### config.mk
export PLATFORM = sky130hd
export DESIGN_NAME = fetch_stage
export DESIGN_NICKNAME = d
export VERILOG_FILES = /design/src/rtl/fetch_stage.sv
export SDC_FILE = /design/constraint.sdc
export NUM_CORES = 1
export LEC_CHECK = 0
export BUFFER_PORTS_ARGS = -buffer_cell sky130_fd_sc_hd__buf_4
export CORE_MARGIN = 2
export CORE_UTILIZATION = 51
export DETAILED_ROUTE_END_ITERATION = 10
export PLACE_DENSITY = 0.8
export SLEW_MARGIN = 20
export SYNTH_ARGS = -nofsm -noshare
export SYNTH_HDL_FRONTEND = slang
export SYNTH_SLANG_ARGS = --single-unit
### constraint.sdc
create_clock -name CLK -period 5.04 [get_ports CLK]
set_input_delay 1.008 -clock CLK [delete_from_list [all_inputs] [get_ports CLK]]
set_output_delay 1.008 -clock CLK [all_outputs]
set_load 0.02 [all_outputs]
### src/rtl/fetch_stage.sv
// ----------------------------------------------------------------------------
// fetch_stage
//
// Instruction fetch stage. Holds the PC and drives it as the instruction
// address. Each accepted instruction is latched, with its PC+4, into the
// IF/ID register. Redirects load a new PC and squash IF/ID. Stalls freeze
// the PC and IF/ID. Misses insert a bubble.
//
// Optional feature (macro FETCH_HALT_DETECT_EN):
//   When defined, an accepted instruction with opcode 6'h3F latches normally.
//   It then parks the stage in HALTED until a redirect or reset.
//   When undefined, that opcode is an ordinary instruction and halt_out is 0.
//
// Ports:
//   CLK          in   rising-edge clock
//   RST          in   asynchronous active-high reset
//   ihit         in   instruction memory returned iload this cycle
//   iload        in   instruction word from memory
//   stall        in   hazard hold (freeze PC and IF/ID)
//   redirect     in   taken branch/jump (load redirect_pc, squash IF/ID)
//   redirect_pc  in   redirect target (low two bits ignored)
//   imemREN      out  instruction read request (high in FETCH)
//   imemaddr     out  instruction address (current PC)
//   instr_out    out  IF/ID instruction
//   PCInc_out    out  IF/ID PC+4
//   valid_out    out  IF/ID holds a real instruction
//   halt_out     out  registered HALTED indication
//   fetch_count  out  instructions accepted into IF/ID
// ----------------------------------------------------------------------------
module fetch_stage #(
    parameter logic [31:0] PC_RESET = 32'h0000_0000
) (
    input  logic        CLK,
    input  logic        RST,
    input  logic        ihit,
    input  logic [31:0] iload,
    input  logic        stall,
    input  logic        redirect,
    input  logic [31:0] redirect_pc,
    output logic        imemREN,
    output logic [31:0] imemaddr,
    output logic [31:0] instr_out,
    output logic [31:0] PCInc_out,
    output logic        valid_out,
    output logic        halt_out,
    output logic [31:0] fetch_count
);

    typedef enum logic [0:0] {StFetch, StHalted} state_e;

    state_e      state_q, state_d;
    logic [31:0] pc_q, pc_d;
    logic [31:0] instr_q, instr_d;
    logic [31:0] pcinc_q, pcinc_d;
    logic        valid_q, valid_d;
    logic [31:0] count_q, count_d;
    logic [31:0] pc_plus4;

    // Redirect targets are forced word-aligned, so the low bits are dropped.
    logic unused_redirect_lsb;
    assign unused_redirect_lsb = ^redirect_pc[1:0];

    assign pc_plus4 = pc_q + 32'd4;

    always_comb begin
        state_d = state_q;
        pc_d    = pc_q;
        instr_d = instr_q;
        pcinc_d = pcinc_q;
        valid_d = valid_q;
        count_d = count_q;

        if (redirect) begin
            pc_d    = {redirect_pc[31:2], 2'b00};
            instr_d = 32'h0;
            pcinc_d = 32'h0;
            valid_d = 1'b0;
            state_d = StFetch;
        end else if (state_q == StHalted) begin
            // Parked: everything holds until redirect or reset.
        end else if (stall) begin
            // Hazard hold: ihit is ignored so the same word is re-fetched.
        end else if (ihit) begin
            instr_d = iload;
            pcinc_d = pc_plus4;
            valid_d = 1'b1;
            count_d = count_q + 32'd1;
`ifdef FETCH_HALT_DETECT_EN
            // The halt word still reaches decode, but the PC stops on it.
            if (iload[31:26] == 6'h3F) begin
                state_d = StHalted;
            end else begin
                pc_d = pc_plus4;
            end
`else
            pc_d = pc_plus4;
`endif
        end else begin
            instr_d = 32'h0;
            pcinc_d = 32'h0;
            valid_d = 1'b0;
        end
    end

    always_ff @(posedge CLK or posedge RST) begin
        if (RST) begin
            state_q <= StFetch;
            pc_q    <= PC_RESET;
            instr_q <= 32'h0;
            pcinc_q <= 32'h0;
            valid_q <= 1'b0;
            count_q <= 32'h0;
        end else begin
            state_q <= state_d;
            pc_q    <= pc_d;
            instr_q <= instr_d;
            pcinc_q <= pcinc_d;
            valid_q <= valid_d;
            count_q <= count_d;
        end
    end

`ifdef FETCH_HALT_DETECT_EN
    logic halt_q, halt_d;

    assign halt_d = (state_d == StHalted);

    always_ff @(posedge CLK or posedge RST) begin
        if (RST) begin
            halt_q <= 1'b0;
        end else begin
            halt_q <= halt_d;
        end
    end

    assign halt_out = halt_q;
`else
    assign halt_out = 1'b0;
`endif

    assign imemREN     = (state_q == StFetch);
    assign imemaddr    = pc_q;
    assign instr_out   = instr_q;
    assign PCInc_out   = pcinc_q;
    assign valid_out   = valid_q;
    assign fetch_count = count_q;

endmodule

==> metrics.md, run 1 <==
| Metric | Value |
|---|---|
| Status | finished, final reports clean |
| Die Span Y | 114 um |
| Worst Hold Class | reg2reg |
| First-pass GRT wire length | 26300 um |
| Total grt overflow | 0 |
| Tot Pwr | 0.00276 W |
| Crit-path cells | buf_4 -> nand2b_1 -> or3_1 -> or4_1 -> a31oi_1 |
| Clock skew | 8.41 ps |
| Max VDD drop | 218 uV |
| RSZ-0062 raised after global routing | false |
| Vias in the first global route | 5078 |
| Required @ worst endpoint | 5360 ps |
| Yosys warns | 0 |
| Area of the multi-input gates | 2750 um2 |
| Hold Slack | 476 ps |
| Commonest non-fill, non-tap cell in the layout | buf_4 |
| CP top delay family | simple AND/OR/NAND/NOR gates |
| Initial Util | 0.516 |
| CTS sink cnt | 126 |
| Share of cells above drive strength 1 | 0.313 |
| Mean area per synthesized cell | 10.2 um2 |
| Post-Synthesis Cell Area | 6150 um2 |
| Fmax | 371 MHz |
| Io pins | 200 |
| Post-cts resize count | 0 |
| Iteration count of the initial detailed-routing pass | 5 |
| Final ANT Viol Nets | 0 |
| Endpoints failing setup | 0 |
| Overall global routing resource usage | 0.257 |
| Worst skew pair latency | 410 ps |
| P per Cell Area | 338 nW/um2 |
| Critical path's largest stage delay | 670 ps |
| Syn-to-layout area delta | 32.5% |
| Hold Buf Count CTS | 0 |
| Placeable core region | 11900 um2 |
| Distinct cell type count after synthesis | 51 |
| GRT met2 Usage | 0.404 |
| Die width | 114 um |
| Inserted Clock Buffers | 17 |
| Root buf cell | clkbuf_16 |
| Largest net degree at the start of global routing | 54 |
| DIE AREA | 13000 um2 |
| #FFs+latches synth | 126 |
| Layout Utilization | 0.684 |
| Register area | 3150 um2 |
| Crit. End Element | flip-flop |
| M1 GR Usage | 0.357 |
| CTS tree | built |
| Post-DP HPWL | 11400 um |
| Vias | 5581 |
| Routed WL | 16700 um |
| Setup bufs post-CTS | 0 |
| # rows | 40 |
| WL/cell | 17.9 um |
| Critical path class | in2reg |
| Final hold viol count | 0 |
| Syn Inst Count | 603 |
| Post-synth EDFFs | 0 |
| Clk buf depth | 2 |
| Static leakage | 3.73 nW |
| Initial antenna violation count | 0 |
| Fin nets | 840 |
| Diodes inserted | 0 |
| Drt drc | 0 |
| Slowest-stage cell, CP | or3_1 |
| Total of max-cap violations | 0 |
| Ys flop type | dfrtp_1 |
| Max Slew Vio Count | 0 |
| CTS H-tree depth | 4 |
| Relative max-transition margin | 0.455 |
| Commonest non-fill, non-tap cells in the layout | buf_4, dfrtp_1, nand2_1, xnor2_1, nand3_1 |
| Initial DRC count | 562 |
| DR vias/cell | 6.01 |
| Min cycle time layout | 2700 ps |
| Fillers | 921 |
| Worst-Margin Slew | 816 ps |
| Buffers & Inverters on Critical Path | 1 |
| Ys async rst share | 1.00 |
| Setup TNS | 0 ps |
| PortBufs | 193 |
| Final Wtd Congestion | 0.901 |
| Met3 usage | 0.0648 |
| Type of element launching the critical path | primary input |
| Worst-path maximum fanout | 12 |
| Seq/Total Area, Yosys | 0.513 |
| Final period utilization | 0.535 |
| Gr busiest metal | met2 |
| Worst-path clk slew | 60 ps |
| CP arrival | 3020 ps |
## synthesized netlist by cell type (all sizes together), types with 11 or more instances
cell	instances	area [um2]
dfrtp	126	3150
nand2	61	229
xnor2	48	420
nand3	41	205
clkbuf	39	176
a22o	33	289
o21ai	32	160
nand4	30	224
nor2	26	97.6
or4	17	133
a31oi	13	81.3
buf	13	86.3
nor3	13	65.1
or3	12	77.6
and3	11	70.1
## cells by family after synthesis
logic type               Yosys count  share of synthesized area
XOR/XNOR                          56                     0.0798
multiplexers                       1                    0.00163
adder cells (fa/ha/maj)            2                    0.00407
AND/OR/NAND/NOR                  247                      0.223
flip-flops                       126                      0.513
buffers and inverters             55                     0.0446
other                              2                    0.00122
AO/OA/AOI/OAI                    114                      0.133
## sequential cells by signal, summed over array words and instances (netlist names)
register	count
fetch_count	32
imemaddr	30
valid_out	1
instr_out	32
PCInc_out	31
## per-layer routing
metal | vias to the layer above | wire length, um
met1 | 2705 | 6910
met3 | 25 | 1520
met2 | 291 | 7990
met5 | - | 0
li1 | 2560 | -
met4 | 0 | 236
## power by group
| part | leakage (nW) | switching (W) | total [W] | internal [W] |
|---|---|---|---|---|
| logic | 1.80 | 0.000232 | 0.000410 | 0.000178 |
| clock network | 0.267 | 0.000454 | 0.00118 | 0.000723 |
| registers | 1.66 | 0.0000960 | 0.00117 | 0.00107 |
## final cells by class
| type | instances | share of cell area |
|---|---|---|
| sequential | 126 | 0.387 |
| multi-input combinational | 424 | 0.337 |
| timing repair buffer | 197 | 0.182 |
| clock buffer | 17 | 0.0522 |
| tap | 147 | 0.0226 |
| clock inverter | 15 | 0.0181 |
| inverter | 3 | 0.00169 |
## metrics by stage
stage / instance area (um2) / instances / setup WS [ps]
finish: 8150 / 929 / 2340
global route: 8150 / 929 / 2280
CTS: 8150 / 929 / 2350
detailed placement: 7570 / 897 / 1950
global placement: 7570 / 897 / 2000
floorplan: 6160 / 605 / 676
## path summary, 6_finish.rpt
kind | from | depth (start not counted) | slack, ps | end
worst max-delay path | stall | 5 | 2340 | imemaddr[19]$_DFFE_PP0P_
worst min register to register | fetch_count[31]$_DFFE_PP0P_ | 1 | 480 | fetch_count[31]$_DFFE_PP0P_
worst max register to register | imemaddr[2]$_DFFE_PP0P_ | 5 | 2520 | imemaddr[16]$_DFFE_PP0P_
max in group asynchronous | RST | 3 | 3410 | fetch_count[26]$_DFFE_PP0P_
worst min-delay path | fetch_count[31]$_DFFE_PP0P_ | 1 | 480 | fetch_count[31]$_DFFE_PP0P_
min in group asynchronous | RST | 2 | 690 | PCInc_out[1]$_DFFE_PP0P_
No activity file was read; power rests on OpenSTA's default activity.
==> inputs of run 2 (changes only) <==
- ABC_AREA: default -> 1
- CORE_UTILIZATION: 51 -> 52
- PLACE_DENSITY: 0.8 -> 0.81
- clock period: 5.04 -> 2.65 ns (I/O delays scaled with it)
==> run 2 against run 1 <==
Net effect: hold slack lost 330 ps; largest cell class unchanged; sequential share of layout area shrank 1.6 points; worst setup slack lost 1400 ps; core utilization grew 2.7 points; highest routed layer unchanged; synthesized area grew 3.0%.
==> metrics.md, run 2 <==
| Metric | Value |
|---|---|
| Commonest non-fill, non-tap cell in the layout | nand2_1 |
| Required @ worst endpoint | 2990 ps |
| Ys flop type | dfrtp_1 |
| Post-DP HPWL | 12600 um |
| Top cells by area, synth | dfrtp_1, nand2_1, a22o_1 |
| Synth Area in Adders | 0.00395 |
| Endpoints failing setup | 0 |
| DIE AREA | 13100 um2 |
| Initial DRC count | 489 |
| Commonest non-fill, non-tap cells in the layout | nand2_1, buf_4, dfrtp_1, inv_1, nor2_1 |
| Root buf cell | clkbuf_16 |
| Clk buf depth | 2 |
| Critical path class | in2reg |
| PortBufs | 193 |
| Status | finished, final reports clean |
| Routed WL | 17400 um |
| Post-cts resize count | 0 |
| DR vias/cell | 5.22 |
| Largest net degree at the start of global routing | 57 |
| Iteration count of the initial detailed-routing pass | 5 |
| Max Slew Vio Count | 0 |
| CTS tree | built |
| Vias in the first global route | 5512 |
| #FFs+latches synth | 126 |
| Total of max-cap violations | 0 |
| Top-count cell post-synth | nand2_1 |
| Post-Synthesis Cell Area | 6330 um2 |
| Gr busiest metal | met2 |
| Drt drc | 0 |
| Fin nets | 1054 |
| Largest family of logic cells by synthesized area | simple AND/OR/NAND/NOR gates |
| Share of cells above drive strength 1 | 0.258 |
| Type of element launching the critical path | primary input |
| Worst-path clk slew | 50 ps |
| Mean area per synthesized cell | 8.06 um2 |
| GRT met2 Usage | 0.429 |
| DP Cell Count | 1111 |
| Overall global routing resource usage | 0.273 |
| Diodes inserted | 0 |
| Initial antenna violation count | 0 |
| Crit. End Element | flip-flop |
| Met3 usage | 0.0651 |
| Fmax | 583 MHz |
| First-pass GRT wire length | 28000 um |
| Final ANT Viol Nets | 0 |
| Syn-to-layout area delta | 34.2% |
| Final hold viol count | 0 |
| Compound-Gate Fraction of Synth Area | 0.0806 |
| RSZ-0062 raised after global routing | false |
| Static leakage | 4.66 nW |
| Ys async rst share | 1.00 |
| Initial Util | 0.529 |
| Post-synth top cells | nand2_1, dfrtp_1, inv_1, nor2_1 |
| Relative max-transition margin | 0.621 |
| Mux share of post-synthesis cell area | 0 |
| CTS H-tree depth | 4 |
| P per Cell Area | 626 nW/um2 |
| Final period utilization | 0.647 |
| Layout Cells excl Fill | 1143 |
| Vias | 5961 |
| Post-synth EDFFs | 0 |
| Die Span Y | 114 um |
| Clock skew | 7.53 ps |
| Total grt overflow | 0 |
| Simple-gate share of the synthesized area | 0.309 |
| Post-synth top area share | 0.498 |
| Area leader, netlist | dfrtp_1 |
| Final Wtd Congestion | 0.871 |
| CP arrival | 2050 ps |
| Worst skew pair latency | 410 ps |
| Placeable core region | 12000 um2 |
| Setup TNS | 0 ps |
| Die width | 114 um |
| Setup bufs post-CTS | 0 |
| CTS sink cnt | 126 |
| M1 GR Usage | 0.371 |
| Worst-path maximum fanout | 33 |
| Syn Inst Count | 786 |
| Inserted Clock Buffers | 17 |
| Worst Hold Class | in2async |
| Seq/Total Area, Yosys | 0.498 |
| WL/cell | 15.2 um |
| # rows | 40 |
| Worst R2R Path Depth | 10 |
| Hold Buf Count CTS | 0 |
| Yosys warns | 0 |
| Layout Utilization | 0.711 |
| Worst-Margin Slew | 567 ps |
| Io pins | 200 |
| Max VDD drop | 287 uV |
| XOR/XNOR Fraction of Synth Area | 0.0346 |
| Min cycle time layout | 1710 ps |
| Distinct cell type count after synthesis | 32 |
## run 2: per-layer routing
| metal | part of all wire | up-vias | wire [um] |
|---|---|---|---|
| met5 | 0 | - | 0 |
| met4 | 0.019 | 0 | 329 |
| met3 | 0.067 | 27 | 1170 |
| met2 | 0.47 | 217 | 8250 |
| met1 | 0.44 | 2838 | 7670 |
| li1 | - | 2879 | - |
## run 2: cell type report
type                            instances  area [um2]
Timing Repair Buffer                  200        1530
Multi-Input combinational cell        551        2730
Sequential cell                       126        3150
Inverter                               87         330
Fill cell                             988        3460
Clock buffer                           26         489
Tap cell                              147         184
Clock inverter                          6        82.6
## run 2: path summary, 6_finish.rpt
kind                                              start                          end  slack (ps)
worst max-delay path                           redirect    instr_out[13]$_DFFE_PP0P_         940
worst min-delay path                                RST    instr_out[10]$_DFFE_PP0P_         150
worst max register to register  imemaddr[3]$_DFFE_PP0P_     imemaddr[24]$_DFFE_PP0P_         950
worst min register to register    valid_out$_DFFE_PP0P_        valid_out$_DFFE_PP0P_         480
max in group asynchronous                           RST  fetch_count[29]$_DFFE_PP0P_        1880
min in group CLK                              iload[25]    instr_out[25]$_DFFE_PP0P_         340
## run 2: report_power, final
group | switching (W) | total [W] | internal [W] | leakage [nW]
sequential | 0.000162 | 0.00221 | 0.00205 | 1.68
clock | 0.000803 | 0.00226 | 0.00145 | 0.278
combinational | 0.000495 | 0.000847 | 0.000352 | 2.70
total | 0.00146 | 0.00532 | 0.00386 | 4.66
## run 2: metrics by stage
step	setup slack, ps	hold WS, ps	total power, W	cell area [um2]
2_1_floorplan	567	582	0.00269	6340
3_3_place_gp	547	457	0.00307	7930
6_report	935	148	0.00532	8500
3_5_place_dp	536	467	0.00309	7930
4_1_cts	941	141	0.00536	8500
5_1_grt	815	169	0.00553	8500
## run 2: cell families (layout without fill, tap and decap cells)
| logic type | Yosys count | after routing |
|---|---|---|
| flip-flops | 126 | 126 |
| AO/OA/AOI/OAI | 71 | 71 |
| buffers and inverters | 111 | 319 |
| XOR/XNOR | 25 | 25 |
| adder cells (fa/ha/maj) | 2 | 2 |
| other | 2 | 4 |
| AND/OR/NAND/NOR | 449 | 449 |
## run 2: worst max-delay path, cell delays in order
cell and delay, ps:
buf_4 240, nor2_4 160, nand2_4 50, inv_2 420, buf_4 440, a22o_1 200
